**src/rtl/mem_fifo_loader_if.sv**
```systemverilog
// mem_fifo_loader_if
//   Bus bundle between the loader and its memory / FIFO neighbours.
//   master : loader side (drives the read request and the FIFO write port)
//   slave  : memory + FIFO side
//   mem_address       word address of the outstanding read
//   mem_read          read request, held until accepted
//   mem_waitrequest   slave not accepting the request this cycle
//   mem_readdata      returned word (ROWS bytes)
//   mem_readdatavalid mem_readdata valid this cycle
//   fifo_wdata        byte shared by all FIFO write ports
//   fifo_a_wren       one-hot write enable, bit i selects A FIFO i
//   fifo_b_wren       write enable for the B FIFO
//   fifo_a_full       per-row A FIFO full
//   fifo_b_full       B FIFO full
interface mem_fifo_loader_if #(
   parameter int unsigned DATA_WIDTH = 8,
   parameter int unsigned ROWS       = 8,
   parameter int unsigned ADDR_WIDTH = 32
);
   logic [ADDR_WIDTH-1:0]      mem_address;
   logic                       mem_read;
   logic                       mem_waitrequest;
   logic [DATA_WIDTH*ROWS-1:0] mem_readdata;
   logic                       mem_readdatavalid;
   logic [DATA_WIDTH-1:0]      fifo_wdata;
   logic [ROWS-1:0]            fifo_a_wren;
   logic                       fifo_b_wren;
   logic [ROWS-1:0]            fifo_a_full;
   logic                       fifo_b_full;

   modport master (
      output mem_address, mem_read, fifo_wdata, fifo_a_wren, fifo_b_wren,
      input  mem_waitrequest, mem_readdata, mem_readdatavalid, fifo_a_full, fifo_b_full
   );

   modport slave (
      input  mem_address, mem_read, fifo_wdata, fifo_a_wren, fifo_b_wren,
      output mem_waitrequest, mem_readdata, mem_readdatavalid, fifo_a_full, fifo_b_full
   );
endinterface

```
**src/rtl/mem_fifo_loader.sv**
```systemverilog
// mem_fifo_loader
//   Upstream feeder for the ROWS-row matrix-vector MAC array. On start it
//   reads ROWS A-matrix words and one B-vector word (one outstanding read at a
//   time), unpacks each word most-significant byte first and pushes the bytes
//   into A FIFO <row> or the B FIFO, then raises a sticky done.
//   clk, rst_n : clock, asynchronous active-low reset
//   start      : level, sampled in IDLE; a rising edge in DONE restarts
//   done       : all bytes loaded (sticky)
//   bus        : memory read master + FIFO write port (master modport)
module mem_fifo_loader #(
   parameter int unsigned           DATA_WIDTH = 8,
   parameter int unsigned           ROWS       = 8,
   parameter int unsigned           ADDR_WIDTH = 32,
   parameter logic [ADDR_WIDTH-1:0] BASE_ADDR  = '0
) (
   input  logic              clk,
   input  logic              rst_n,
   input  logic              start,
   output logic              done,
   mem_fifo_loader_if.master bus
);
   localparam int unsigned NF     = ROWS + 1;
   localparam int unsigned IDX_W  = $clog2(ROWS + 1);
   localparam int unsigned WORD_W = DATA_WIDTH * ROWS;

   typedef enum logic [2:0] {IDLE, REQ, WAIT_DATA, UNPACK, DONE} state_t;

   state_t            state;
   logic [IDX_W-1:0]  word_idx;
   logic [IDX_W-1:0]  byte_cnt;
   logic [WORD_W-1:0] shreg;
   logic              start_q;
   logic [NF-1:0]     full_vec;
   logic [NF-1:0]     sel_vec;
   logic              wr_en;

   // Index ROWS of the combined vectors is the B FIFO.
   assign full_vec = {bus.fifo_b_full, bus.fifo_a_full};
   assign sel_vec  = NF'(1) << word_idx;

   // Write decision uses the target's full flag in the same cycle so a
   // full FIFO stalls without losing or duplicating a byte.
   assign wr_en           = (state == UNPACK) && !full_vec[word_idx];
   assign bus.fifo_a_wren = wr_en ? sel_vec[ROWS-1:0] : '0;
   assign bus.fifo_b_wren = wr_en & sel_vec[ROWS];
   assign bus.fifo_wdata  = shreg[WORD_W-1 -: DATA_WIDTH];

   always_ff @(posedge clk or negedge rst_n) begin
      if (!rst_n) begin
         state           <= IDLE;
         done            <= 1'b0;
         bus.mem_read    <= 1'b0;
         bus.mem_address <= '0;
         word_idx        <= '0;
         byte_cnt        <= '0;
         shreg           <= '0;
         start_q         <= 1'b0;
      end else begin
         start_q <= start;
         case (state)
            IDLE: begin
               if (start) begin
                  word_idx        <= '0;
                  bus.mem_read    <= 1'b1;
                  bus.mem_address <= BASE_ADDR;
                  state           <= REQ;
               end
            end
            REQ: begin
               if (!bus.mem_waitrequest) begin
                  bus.mem_read <= 1'b0;
                  state        <= WAIT_DATA;
               end
            end
            WAIT_DATA: begin
               if (bus.mem_readdatavalid) begin
                  shreg    <= bus.mem_readdata;
                  byte_cnt <= '0;
                  state    <= UNPACK;
               end
            end
            UNPACK: begin
               if (wr_en) begin
                  shreg    <= shreg << DATA_WIDTH;
                  byte_cnt <= byte_cnt + 1'b1;
                  if (byte_cnt == IDX_W'(ROWS - 1)) begin
                     if (word_idx != IDX_W'(ROWS)) begin
                        word_idx        <= word_idx + 1'b1;
                        bus.mem_read    <= 1'b1;
                        bus.mem_address <= BASE_ADDR + ADDR_WIDTH'(word_idx + 1'b1);
                        state           <= REQ;
                     end else begin
                        done  <= 1'b1;
                        state <= DONE;
                     end
                  end
               end
            end
            DONE: begin
               // Restart only on a fresh rising edge of start.
               if (start && !start_q) begin
                  done            <= 1'b0;
                  word_idx        <= '0;
                  bus.mem_read    <= 1'b1;
                  bus.mem_address <= BASE_ADDR;
                  state           <= REQ;
               end
            end
            default: state <= IDLE;
         endcase
      end
   end
endmodule

```
**src/flat_wrapper.sv**
```systemverilog
// flat-port wrapper written by rule: the top's interface ports become plain ports
module mem_fifo_loader_flat 
#(
   parameter int unsigned           DATA_WIDTH = 8,
   parameter int unsigned           ROWS       = 8,
   parameter int unsigned           ADDR_WIDTH = 32,
   parameter logic [ADDR_WIDTH-1:0] BASE_ADDR  = '0
)
  (clk, rst_n, start, done, bus_mem_address, bus_mem_read, bus_fifo_wdata, bus_fifo_a_wren, bus_fifo_b_wren, bus_mem_waitrequest, bus_mem_readdata, bus_mem_readdatavalid, bus_fifo_a_full, bus_fifo_b_full);
  mem_fifo_loader_if #(.DATA_WIDTH(DATA_WIDTH), .ROWS(ROWS), .ADDR_WIDTH(ADDR_WIDTH)) bus_i ();
  input  logic clk;
  input  logic rst_n;
  input  logic start;
  output logic done;
  output wire logic [$bits(bus_i.mem_address)-1:0] bus_mem_address;
  output wire logic [$bits(bus_i.mem_read)-1:0] bus_mem_read;
  output wire logic [$bits(bus_i.fifo_wdata)-1:0] bus_fifo_wdata;
  output wire logic [$bits(bus_i.fifo_a_wren)-1:0] bus_fifo_a_wren;
  output wire logic [$bits(bus_i.fifo_b_wren)-1:0] bus_fifo_b_wren;
  input wire logic [$bits(bus_i.mem_waitrequest)-1:0] bus_mem_waitrequest;
  input wire logic [$bits(bus_i.mem_readdata)-1:0] bus_mem_readdata;
  input wire logic [$bits(bus_i.mem_readdatavalid)-1:0] bus_mem_readdatavalid;
  input wire logic [$bits(bus_i.fifo_a_full)-1:0] bus_fifo_a_full;
  input wire logic [$bits(bus_i.fifo_b_full)-1:0] bus_fifo_b_full;
  assign bus_mem_address = bus_i.mem_address;
  assign bus_mem_read = bus_i.mem_read;
  assign bus_fifo_wdata = bus_i.fifo_wdata;
  assign bus_fifo_a_wren = bus_i.fifo_a_wren;
  assign bus_fifo_b_wren = bus_i.fifo_b_wren;
  assign bus_i.mem_waitrequest = bus_mem_waitrequest;
  assign bus_i.mem_readdata = bus_mem_readdata;
  assign bus_i.mem_readdatavalid = bus_mem_readdatavalid;
  assign bus_i.fifo_a_full = bus_fifo_a_full;
  assign bus_i.fifo_b_full = bus_fifo_b_full;
  mem_fifo_loader #(.DATA_WIDTH(DATA_WIDTH), .ROWS(ROWS), .ADDR_WIDTH(ADDR_WIDTH), .BASE_ADDR(BASE_ADDR)) u_core (.clk(clk), .rst_n(rst_n), .start(start), .done(done), .bus(bus_i));
endmodule
```
**config.mk**
```make
export PLATFORM = sky130hd
export DESIGN_NAME = mem_fifo_loader_flat
export DESIGN_NICKNAME = d
export VERILOG_FILES = /design/src/rtl/mem_fifo_loader_if.sv /design/src/rtl/mem_fifo_loader.sv /design/src/flat_wrapper.sv
export SDC_FILE = /design/constraint.sdc
export NUM_CORES = 1
export LEC_CHECK = 0
export ABC_AREA = 0
export CAP_MARGIN = 25
export CORE_MARGIN = 4
export CORE_UTILIZATION = 53
export DETAILED_ROUTE_END_ITERATION = 8
export GPL_TIMING_DRIVEN = 0
export PLACE_DENSITY = 0.87
export SYNTH_ARGS = -nofsm -noshare
export SYNTH_HDL_FRONTEND = slang
export SYNTH_SLANG_ARGS = --single-unit
```
**constraint.sdc**
```tcl
create_clock -name clk -period 4.76 [get_ports clk]
set_input_delay 0.952 -clock clk [delete_from_list [all_inputs] [get_ports clk]]
set_output_delay 0.952 -clock clk [all_outputs]
set_load 0.005 [all_outputs]
```
# Word level (Yosys, flattened, before mapping)

Index checks and enable logic that the tools add are counted.

Bits of input ports: 78
Logic and storage cells: 83
Output and inout port bits: 51
Flip-flop bits (word level): 110

Reductions and logical operators: 14
Mux-type cells: 41
Add/sub/neg operators: 3
Bitwise logic cells: 1
Shift-type cells: 1
Magnitude comparators: 1
Equal/unequal tests: 14

Operators by type and width:

| operator                                                                      | number |
|---|---|
| 32-bit 2-to-1 mux                                                             | 5 |
| 64-bit 2-to-1 mux                                                             | 2 |
| 64-bit case mux with 2 select lines                                           | 1 |
| 32-bit case mux with 3 select lines                                           | 1 |
| 4-bit 2-to-1 mux                                                              | 7 |
| 3-bit 2-to-1 mux                                                              | 7 |
| 3-bit case mux with 5 select lines                                            | 1 |
| 2-bit != test (second input constant)                                         | 6 |
| 4-bit case mux with 3 select lines                                            | 1 |
| 6-bit AND reduction                                                           | 2 |
| 1-bit 2-to-1 mux                                                              | 11 |
| 1-bit by 4-bit left shift with 9-bit output (first input constant)            | 1 |
| 4-bit by 1-bit adder with 4-bit output (second input constant)                | 2 |
| 8-bit 2-to-1 mux                                                              | 1 |
| 4-bit case mux with 2 select lines                                            | 1 |
| 7-bit AND reduction                                                           | 1 |
| 3-bit by 2-bit == test with 1-bit output (second input constant)              | 2 |
| 4-bit by 1-bit adder with 5-bit output (second input constant)                | 1 |
| 4-bit by 5-bit less-than comparator with 1-bit output (second input constant) | 1 |
| 5-bit AND reduction                                                           | 1 |
| 1-bit binary-select mux with 4-bit select                                     | 1 |
| 4-bit by 3-bit == test with 1-bit output (second input constant)              | 1 |
| 2-bit by 1-bit != test with 1-bit output (second input constant)              | 2 |
| 4-bit != test (second input constant)                                         | 1 |
| other kinds (12)                                                              | 15 |

# Depth between registers and ports, before layout

Word-level depth: 6
Mapped depth: 8
Mapped depth without buffers: 7

# Least setup slack after synthesis

OpenSTA, ideal clock, no wires.

Kind: input-to-output
Start point: input port bus_fifo_a_full[1]
End point: output port bus_fifo_a_wren[7]
Slack: 1.784 ns
Stages on the path: 6
Required time: 3.808 ns
Data arrival time: 2.024 ns
Path buffers: 2
Cells stage by stage: mux2_4 a21oi_2 o2bb2a_4 buf_12 buf_8 nor3b_1

Word-level cells in the longest chain between the ends: 5

Ends and longest elaborated chain:

| item                                      | RTL line              | source |
|---|---|---|
| from (decl)                               | flat_wrapper.sv:23    | `input wire logic [$bits(bus_i.fifo_a_full)-1:0] bus_fifo_a_full;` |
| 1-bit binary-select mux with 4-bit select | mem_fifo_loader.sv:43 | `assign wr_en = (state == UNPACK) && !full_vec[word_idx];` |
| 1-bit 2-to-1 mux (implied by the code)    | mem_fifo_loader.sv:43 |  |
| 1-bit zero test                           | mem_fifo_loader.sv:43 |  |
| 1-bit logical AND                         | mem_fifo_loader.sv:43 |  |
| 8-bit 2-to-1 mux                          | mem_fifo_loader.sv:44 | `assign bus.fifo_a_wren = wr_en ? sel_vec[ROWS-1:0] : '0;` |
| to (decl)                                 | flat_wrapper.sv:18    | `output wire logic [$bits(bus_i.fifo_a_wren)-1:0] bus_fifo_a_wren;` |

No other way between the ends. The select of a mux whose other input is x is not followed.

# Worst setup path in the final report

Start point: input port bus_fifo_a_full[5]
End point: output port bus_fifo_a_wren[7]

The elaborated chain is that of the path after synthesis.

==> impl_results.md <==
- Status: finished clean
- H-tree levels: 3
- CTS Buf Count: 9
- Drt pass-1 iters: 4
- Max Cap Viol: 0
- Post-Synth XOR/XNOR Area: 0
- Clock transition at the registers of the reported paths: 0.08 ns
- Syn Std Cell Area: 0.00490 sq mm
- Number of global-route vias before repair: 3748
- Root Buffer: clkbuf_8
- Fraction of registers with async set/reset: 1.00
- Die area: 0.0109 sq mm
- DR vias: 3523
- Clock skew: 0.00809 ns
- Top Ports: 129
- Final min period: 4.02 ns
- Required time worst endpoint: 3.81 ns
- Switching pwr: 0.00177 W
- Critical path startpoint category: input port
- Synthesized area per cell: 11.6 sq um
- Comb pwr share: 0.601
- Pins Over Slew Limit: 0
- # rows: 34
- CTS tree: done
- Leak: 2.86 nW
- Top post-synthesis cells by area: dfrtp_1 40%, o22ai_2 14%, a21oi_2 10%
- CTS Hold Bufs: 0
- Setup Crit Path Kind: input port to primary output
- Synthesized flop and latch total: 79
- Clk network pwr share: 0.130
- Iter 0 DRT Violations: 154
- First-pass GRT wire length: 19000 um
- Die Y: 104 um
- CTS resizes: 0
- Warning count from the yosys run: 0
- Adder-Cell Fraction of Synth Area: 0.0179
- Total grt overflow: 0
- Critical Path Sink Type: primary output
- Max clock buf depth: 2
- Hold Violations, Final: 0
- Top-area cell type share of the netlist area: 0.403
- Setup Fix Bufs, Post-CTS: 0
- DRT antenna net count: 0
- Total Routing Usage GR: 0.215
- Power Total: 0.00441 W
- Synth area leader: dfrtp_1
- R2R Path Start: u_core.state[2]$_DFFE_PN0P_
- Wire per inst: 16.8 um
- P&R area growth vs syn: 30.5%
- Fmax: 249 MHz
- Post-synthesis compound-gate area fraction: 0.326
- Number of diodes: 0
- Synth cell count leaders: 79 x dfrtp_1, 63 x inv_1, 57 x a21oi_2, 56 x o22ai_2, 39 x buf_4
- Critical path data arrival time: 3.06 ns
- Number of I/O port buffers: 101
- Ys flop type: dfrtp_1
- Final wirelength: 11300 um
- Endpoints failing setup: 0
- Tcrit/Tclk final: 0.844
- Slack of the worst reg-to-reg path: 2.62 ns
- Yosys cell types: 62
- Sequential fraction of the synthesis area: 0.403
- Post-layout util: 0.723
- Switching share of power: 0.401
- Largest net degree at the start of global routing: 73
- Chip width: 104 um
- Worst Setup SP: bus_fifo_a_full[5]
- Worst IR Drop VDD: 360 uV
- Post-synth EDFFs: 0
- Int Power: 0.00264 W
- RSZ-0062 raised after global routing: no
- Gate count after technology mapping: 422
- Sequential power share: 0.269
- # DRC: 0
- Largest family of logic cells by synthesized area: compound AO/OA/AOI/OAI gates
- Post-Synth Simple-Gate Area: 0.0648
- Final GP Congestion: 0.846
- Pwr dens: 689 mW/mm^2
- Final #Nets: 646
- Skew-Pair Late Insertion Delay: 0.36 ns
- Mux contribution to synthesized area: 0.0143
- Sink Count: 79
- Detail Placement HPWL: 8400 um
- Initial Util: 0.554
- Vias per cell: 5.23
- R2r endpoint: u_core.shreg[17]$_DFFE_PN0P_
- Most repeated cell in the gate-level netlist after synthesis: dfrtp_1
- Share of cells above drive strength 1: 0.367
- R2R depth: 6
- Antenna violations before repair: 0
- Hold Crit Class: input port to async pin
- Core box area: 0.00885 sq mm
- CP max FO: 10
how the worst max path moves through the flow:
stage / endpoint / slack, ns
2_1_floorplan: bus_fifo_a_wren[7] / 1.78
3_3_place_gp: u_core.shreg[6]$_DFFE_PN0P_ / -0.04
3_5_place_dp: bus_fifo_a_wren[7] / 0.78
4_1_cts: bus_fifo_a_wren[7] / 0.76
6_report: bus_fifo_a_wren[7] / 0.74
5_1_grt: bus_fifo_a_wren[7] / 0.65
power by group through the flow:
stage	clock [W]	combinational (W)	sequential, W
floorplan	0	0.00212	0.00115
global placement	0	0.00257	0.00118
detailed placement	0	0.00266	0.00119
CTS	0.000582	0.00267	0.00118
global route	0.000605	0.00285	0.00122
finish	0.000572	0.00265	0.00119
critical path: stages:
cell and delay (ns):
clkdlybuf4s50_1 0.44, mux2i_2 0.26, o31ai_4 0.12, o2bb2a_4 0.23, buf_12 0.16, buf_8 0.16
nor3b_1 0.19, clkdlybuf4s50_1 0.54
final cells by class:
type / count / area [sq um]
multi-input combinational: 245 / 2180
fill: 637 / 2450
clock buffer: 10 / 138
clock inverter: 6 / 91.3
tap: 108 / 135
sequential: 79 / 1980
buffer: 61 / 611
timing repair buffer: 102 / 1040
inverter: 63 / 236
logic make-up after synthesis:
group / after synthesis
other: 1
multiplexers: 6
buffers and inverters: 124
flip-flops: 79
AO/OA/AOI/OAI: 156
adder cells (fa/ha/maj): 7
AND/OR/NAND/NOR: 49
registers in the layout, summed over array words and instances (netlist names):
register                cells
u_core.bus.mem_address      2
u_core.bus.mem_read         1
u_core.byte_cnt             4
u_core.done                 1
u_core.shreg               64
u_core.start_q              1
u_core.state                3
u_core.word_idx             3
metal layers:
metal | routed length [um] | global-route usage | vias up
met1 | 4900 | 0.277 | 1709
li1 | - | - | 1694
met3 | 479 | 0.0422 | 16
met5 | 0 | 0 | -
met4 | 172 | 0.0665 | 0
met2 | 5780 | 0.366 | 104
cell usage in the layout (no fill, tap or decap), types with 3 or more instances in the layout:
cell / instances
a21oi_2: 57
ha_1: 7
o21ai_0: 3
clkbuf_8: 10
a21oi_1: 3
mux2i_1: 3
a21o_1: 4
buf_4: 40
clkdlybuf4s50_1: 100
nand3_1: 4
nor3_1: 3
buf_2: 5
nand2b_1: 3
nand2_1: 10
and2_1: 7
a22o_1: 10
buf_6: 3
o22ai_2: 56
buf_12: 12
nor2_1: 3
conb_1: 27
inv_1: 63
dfrtp_1: 79
through the flow:
| step | area, sq um | hold WS, ns | TNS, ns | cells | setup slack [ns] |
|---|---|---|---|---|---|
| global route | 6400 | 0.404 | 0 | 674 | 0.652 |
| floorplan | 5000 | 0.474 | 0 | 448 | 1.78 |
| finish | 6400 | 0.405 | 0 | 674 | 0.743 |
| CTS | 6400 | 0.394 | 0 | 674 | 0.761 |
| detailed placement | 6170 | 0.470 | 0 | 658 | 0.781 |
| global placement | 6150 | 0.467 | -2.99 | 657 | -0.0431 |
No activity file was read; power rests on OpenSTA's default activity.
